[src/rtl/ame_num_divide.sv]
// Sequential signed radix-2 restoring divider for the AME numerator path.
// Define AME_DIV_ROUND_EN to round the quotient half away from zero (adds one cycle).
module ame_num_divide #(
  parameter int unsigned COMP_DATA_BITS = 64
) (
  input  logic                           clk_i,
  input  logic                           rst_i,
  input  logic                           comp_init_i,
  output logic                           comp_busy_o,
  output logic                           comp_done_o,
  input  logic [1:0][COMP_DATA_BITS-1:0] comp_data_i,
  output logic [COMP_DATA_BITS-1:0]      comp_quot_o,
  output logic [COMP_DATA_BITS-1:0]      comp_rem_o,
  output logic                           comp_dz_o
);

  localparam int unsigned N  = COMP_DATA_BITS;
  localparam int unsigned CW = $clog2(N);

  localparam logic [N:0]   MIN_MAG = (N+1)'(1) << (N - 1);
  localparam logic [N:0]   MAX_MAG = MIN_MAG - (N+1)'(1);
  localparam logic [N-1:0] MIN_VAL = N'(MIN_MAG);
  localparam logic [N-1:0] MAX_VAL = ~MIN_VAL;

`ifdef AME_DIV_ROUND_EN
  typedef enum logic [2:0] {S_IDLE, S_ABS, S_DIV, S_RND, S_FIX} state_e;
`else
  typedef enum logic [2:0] {S_IDLE, S_ABS, S_DIV, S_FIX} state_e;
`endif

  state_e          state_q;
  logic [N-1:0]    num_q;
  logic [N-1:0]    den_q;
  logic            sn_q;
  logic            sd_q;
  logic            dz_q;
  logic [N:0]      dabs_q;
  logic [N:0]      quo_q;
  logic [N-1:0]    rem_q;
  logic [CW-1:0]   cnt_q;
  logic            busy_q;
  logic            done_q;
  logic            dzo_q;
  logic [N-1:0]    quot_o_q;
  logic [N-1:0]    rem_o_q;

  logic [N:0]      rem_sh_d;
  logic            sub_ok_d;
  logic            neg_d;
  logic            sat_d;
  logic [N-1:0]    quot_res_d;
  logic [N-1:0]    rem_res_d;

  // Trial subtraction and signed result formation from the magnitude registers.
  always_comb begin
    rem_sh_d   = {rem_q, quo_q[N-1]};
    sub_ok_d   = (rem_sh_d >= dabs_q);
    neg_d      = sn_q ^ sd_q;
    sat_d      = neg_d ? (quo_q > MIN_MAG) : (quo_q > MAX_MAG);
    quot_res_d = neg_d ? (N'(0) - quo_q[N-1:0]) : quo_q[N-1:0];
    rem_res_d  = sn_q ? (N'(0) - rem_q) : rem_q;
    if (sat_d) begin
      quot_res_d = neg_d ? MIN_VAL : MAX_VAL;
      rem_res_d  = '0;
    end
  end

  always_ff @(posedge clk_i) begin
    if (rst_i) begin
      state_q  <= S_IDLE;
      num_q    <= '0;
      den_q    <= '0;
      sn_q     <= 1'b0;
      sd_q     <= 1'b0;
      dz_q     <= 1'b0;
      dabs_q   <= '0;
      quo_q    <= '0;
      rem_q    <= '0;
      cnt_q    <= '0;
      busy_q   <= 1'b0;
      done_q   <= 1'b0;
      dzo_q    <= 1'b0;
      quot_o_q <= '0;
      rem_o_q  <= '0;
    end else begin
      done_q <= 1'b0;
      case (state_q)
        S_IDLE: begin
          busy_q <= 1'b0;
          if (comp_init_i) begin
            num_q   <= comp_data_i[0];
            den_q   <= comp_data_i[1];
            sn_q    <= comp_data_i[0][N-1];
            sd_q    <= comp_data_i[1][N-1];
            busy_q  <= 1'b1;
            state_q <= S_ABS;
          end
        end
        // Magnitudes carry an extra bit so the most negative value survives negation.
        S_ABS: begin
          quo_q   <= sn_q ? ((N+1)'(0) - {num_q[N-1], num_q}) : {num_q[N-1], num_q};
          dabs_q  <= sd_q ? ((N+1)'(0) - {den_q[N-1], den_q}) : {den_q[N-1], den_q};
          rem_q   <= '0;
          cnt_q   <= CW'(N - 1);
          dz_q    <= (den_q == '0);
          state_q <= (den_q == '0) ? S_FIX : S_DIV;
        end
        S_DIV: begin
          rem_q <= sub_ok_d ? N'(rem_sh_d - dabs_q) : N'(rem_sh_d);
          quo_q <= {1'b0, quo_q[N-2:0], sub_ok_d};
          cnt_q <= cnt_q - CW'(1);
          if (cnt_q == '0) begin
`ifdef AME_DIV_ROUND_EN
            state_q <= S_RND;
`else
            state_q <= S_FIX;
`endif
          end
        end
`ifdef AME_DIV_ROUND_EN
        S_RND: begin
          if ({rem_q, 1'b0} >= dabs_q) quo_q <= quo_q + (N+1)'(1);
          state_q <= S_FIX;
        end
`endif
        S_FIX: begin
          done_q  <= 1'b1;
          dzo_q   <= dz_q;
          state_q <= S_IDLE;
          if (dz_q) begin
            quot_o_q <= sn_q ? MIN_VAL : MAX_VAL;
            rem_o_q  <= '0;
          end else begin
            quot_o_q <= quot_res_d;
            rem_o_q  <= rem_res_d;
          end
        end
        default: state_q <= S_IDLE;
      endcase
    end
  end

  assign comp_busy_o = busy_q;
  assign comp_done_o = done_q;
  assign comp_quot_o = quot_o_q;
  assign comp_rem_o  = rem_o_q;
  assign comp_dz_o   = dzo_q;

endmodule

[config.mk]
export PLATFORM = sky130hd
export DESIGN_NAME = ame_num_divide
export DESIGN_NICKNAME = d
export VERILOG_FILES = /design/src/rtl/ame_num_divide.sv
export SDC_FILE = /design/constraint.sdc
export NUM_CORES = 1
export LEC_CHECK = 0
export CORE_MARGIN = 4
export CORE_UTILIZATION = 31
export CTS_BUF_LIST = sky130_fd_sc_hd__clkbuf_4
export DETAILED_ROUTE_END_ITERATION = 16
export SETUP_SLACK_MARGIN = 0.2
export SLEW_MARGIN = 15
export SYNTH_ARGS = -nofsm -noshare
export SYNTH_HDL_FRONTEND = slang
export SYNTH_SLANG_ARGS = --single-unit
[constraint.sdc]
create_clock -name clk_i -period 3.7 [get_ports clk_i]
set_input_delay 0.74 -clock clk_i [delete_from_list [all_inputs] [get_ports clk_i]]
set_output_delay 0.74 -clock clk_i [all_outputs]
set_load 0.02 [all_outputs]
==> PnR_summary.wiki <==
{| class="wikitable"
! Metric !! Value
|-
| Number of synthesized flops with an enable pin || 0
|-
| Clock sinks || about 460
|-
| Initial core utilization || 0.314
|-
| Clock root buffer master || clkbuf_4
|-
| WL per Instance || 18.0 µm
|-
| HPWL after detailed placement || 69.1 mm
|-
| Total of buffers placed on input and output ports || 261
|-
| Sequential-to-total area share from yosys stat || 0.345
|-
| Hold WS || around 0.19 ns
|-
| RSZ-0062 raised after global routing || no
|-
| Synth Register Bits || 462
|-
| Launching element type of the critical path || flop
|-
| Max Fclk || 0.299 GHz
|-
| Final wirelength || 91.4 mm
|-
| Maximum capacitance violations || 0
|-
| R2R setup slack || roughly 0.36 ns
|-
| Number of top-level pins || 262
|-
| Maximum count of clock buffers along a single path || 3
|-
| Largest net degree at the start of global routing || 187
|-
| Number of optimization iterations in the first detailed-route pass || 7
|-
| Clock share of power || 0.213
|-
| Time the worst path needs with I/O delays and setup || 3.34 ns
|-
| Count of different cell masters after synthesis || 75
|-
| Total congestion overflow after global routing || 0
|-
| Initial antenna violation count || 11
|-
| Number of global-route vias before repair || 23.8k
|-
| Remaining design rule violation count || 0
|-
| Final #Nets || 4042
|-
| Cts bufs inserted || 132
|-
| Crit Path Category || flop to flop
|-
| Main flop type after synthesis || dfxtp_1
|-
| Clock transition time at the flip-flop clock pins of the worst setup and hold paths || 0.06 ns
|-
| Tightest Hold Check Type || input pin to flop
|-
| Post-synth top area share || 0.345
|-
| Setup TNS || 0 ns
|-
| Synth async-reset ratio || 0
|-
| Via-per-instance ratio || 5.10
|-
| Final Hold Fails || 0
|-
| Switching share of power || 0.437
|-
| Horiz. Die Dim || 302 µm
|-
| Netlist Area Pre-Place || 0.0268 mm²
|-
| Post-route clock period utilization || 0.903
|-
| Last weighted congestion value of the routability-driven placer || 0.921
|-
| Sequential share of power || 0.291
|-
| Final setup fails || 0
|-
| GRT Util Overall || 0.193
|-
| CP Max Fanout || 6
|-
| Wire length of the first global-routing pass || 139 mm
|-
| WP data arrival || between 4 and 5 ns
|-
| DIE AREA || 0.0913 mm²
|-
| Cell area power density || 696 mW/mm²
|-
| Number of instances in the synthesized netlist || 3521
|-
| Endpoint class of the critical path || flop
|-
| Vias post-DR || 25.9k
|-
| Top area cells in the synthesized netlist || dfxtp_1 (34%), nand2_1 (7.4%), a21oi_1 (6.3%), xor2_1 (5.9%), nor2_1 (4.3%)
|-
| Total number of yosys warnings || 0
|-
| Standard cell core area || about 0.086 mm²
|-
| Mapped Nets || 3729
|-
| P_int || 13.0 mW
|-
| Number of nets with antenna violations after routing || 0
|-
| Worst vdd ir || 0.398 mV
|-
| Max H-tree Level || 4
|-
| Average instance area after synthesis || roughly 7.6 µm²
|-
| Die height || 302 µm
|-
| Area growth from synthesis to final layout || 24.0%
|-
| Share of post-route cells with drive strength above 1 || 0.118
|-
| Synth area leader || dfxtp_1
|-
| Static leakage || 13.0 nW
|-
| TritonCTS clock tree || built
|-
| Fin Clk Skew || 0.0617 ns
|-
| Max-slew violation count || 0
|-
| Required time reported for the critical path endpoint || between 4 and 5 ns
|-
| Slew of the pin with the lowest slew margin || ~0.84 ns
|-
| Clock latency on the worst-skew pair || 0.98 ns
|-
| Max-Slew Margin vs Limit || 0.437
|-
| Net Switching || 10.1 mW
|-
| Cell row count || 107
|-
| Result of the run || finished, final reports clean
|-
| Hold buffer count at cts || 0
|-
| Number of violations reported at the end of detailed-routing iteration 0 || 2194
|-
| Layout fillers || 8878
|-
| Share of total power in combinational logic || 0.496
|}
==> stage by stage <==
step	power, mW	std cells	util	instance area (µm²)	setup slack, ns
floorplan	14.4	3521	-	26800	0.415
global placement	18.1	4842	0.367	31400	0.230
detailed placement	18.1	4842	0.367	31400	0.211
CTS	23.1	5059	0.386	33000	0.216
global route	24.8	5067	0.389	33300	0.188
finish	23.2	5068	0.389	33300	0.358
==> critical path: stages, from the launching register on <==
cell and delay [ns]:
dfxtp_1 0.34, buf_4 0.18, or3_1 0.38, or2_2 0.30, nor4_1 0.30, nand3_1 0.20
or2_1 0.30, or3_1 0.34, or3_1 0.38, o31ai_1 0.25, xor2_1 0.19, o21ai_1 0.07
==> what timing repair did <==
item                                    4_1_cts  5_1_grt
endpoints found under the setup margin        3      131
buffers inserted                              0        1
resized for setup                             1       36
hold endpoints to repair                      0        0
cloned                                        0        1
pin swaps                                     0        8
==> registers in the layout, indices dropped and copies added (netlist names), 6 cells and up <==
register and cells:
cnt_q 6, comp_quot_o 64, comp_rem_o 64, dabs_q 65, den_q 64, num_q 64
quo_q 65, rem_q 64
==> power by group through the flow <==
stage / sequential [mW] / combinational [mW] / clock, mW
global placement: 6.79 / 11.3 / 0
floorplan: 6.63 / 7.74 / 0
detailed placement: 6.82 / 11.2 / 0
finish: 6.74 / 11.5 / 4.93
CTS: 6.71 / 11.3 / 5.09
global route: 6.86 / 12.6 / 5.34
==> layout by cell type (no fill, tap or decap), types with 67 or more instances in the layout <==
| cell | instances |
|---|---|
| nor2_1 | 305 |
| o21ai_0 | 227 |
| o31ai_1 | 67 |
| clkbuf_4 | 192 |
| nand2_1 | 531 |
| buf_4 | 168 |
| xor2_1 | 181 |
| inv_1 | 121 |
| xnor2_1 | 123 |
| dfxtp_1 | 460 |
| mux2i_1 | 103 |
| clkdlybuf4s50_1 | 260 |
| a21oi_1 | 338 |
==> cells in the mapped netlist, types with 7 or more instances <==
cell type and n:
a211oi_1 63, a21boi_0 10, a21o_1 24, a21oi_1 338
a22o_1 10, a22oi_1 13, a31oi_1 9, and2_1 9
and3_1 9, buf_1 20, buf_2 13, clkbuf_1 222
dfxtp_1 462, ha_1 76, inv_1 121, mux2i_1 103
nand2_1 532, nand2b_1 54, nand3_1 66, nand4_1 53
nor2_1 308, nor2b_1 10, nor3_1 67, nor4_1 20
o211ai_1 7, o21ai_0 229, o21ai_1 32, o21bai_1 21
o22ai_1 36, o31ai_1 67, o41ai_1 37, or2_2 11
or3_1 47, or4_1 38, xnor2_1 124, xor2_1 182
==> metal layers <==
layer	part of all wire	wire length, µm	vias to the layer above	track usage
li1	-	-	13000	-
met1	0.51	46800	11900	0.298
met2	0.39	35700	777	0.256
met3	0.073	6720	140	0.0469
met4	0.024	2210	12	0.0595
met5	0.00083	76	-	0
==> cells by family after synthesis <==
logic type,count (synthesis),share of synthesized area
flip-flops,462,0.345
multiplexers,106,0.0397
AND/OR/NAND/NOR,1258,0.216
buffers and inverters,378,0.0538
adder cells (fa/ha/maj),77,0.0362
AO/OA/AOI/OAI,934,0.209
XOR/XNOR,306,0.0999
==> worst paths after layout <==
check | startpoint | endpoint | depth (start not counted)
hold reg to reg | comp_rem_o[51]$_SDFFE_PP0P_ | comp_rem_o[51]$_SDFFE_PP0P_ | 2
setup reg to reg | rem_q[26]$_SDFFE_PP0P_ | comp_rem_o[61]$_SDFFE_PP0P_ | 11
setup / recovery | rem_q[26]$_SDFFE_PP0P_ | comp_rem_o[61]$_SDFFE_PP0P_ | 11
hold / removal | rst_i | quo_q[39]$_SDFFE_PP0P_ | 2
==> cell type report <==
cell class                      instances  area (µm²)  area share
Tap cell                             1144        1430      0.0430
Multi-Input combinational cell       2681       16400       0.493
Clock buffer                          192        1440      0.0433
Sequential cell                       462        9250       0.278
Antenna cell                            7        17.5    0.000527
Inverter                              121         454      0.0137
Clock inverter                         25         234     0.00703
Timing Repair Buffer                  436        4030       0.121
(Power assumes the default switching activity.)
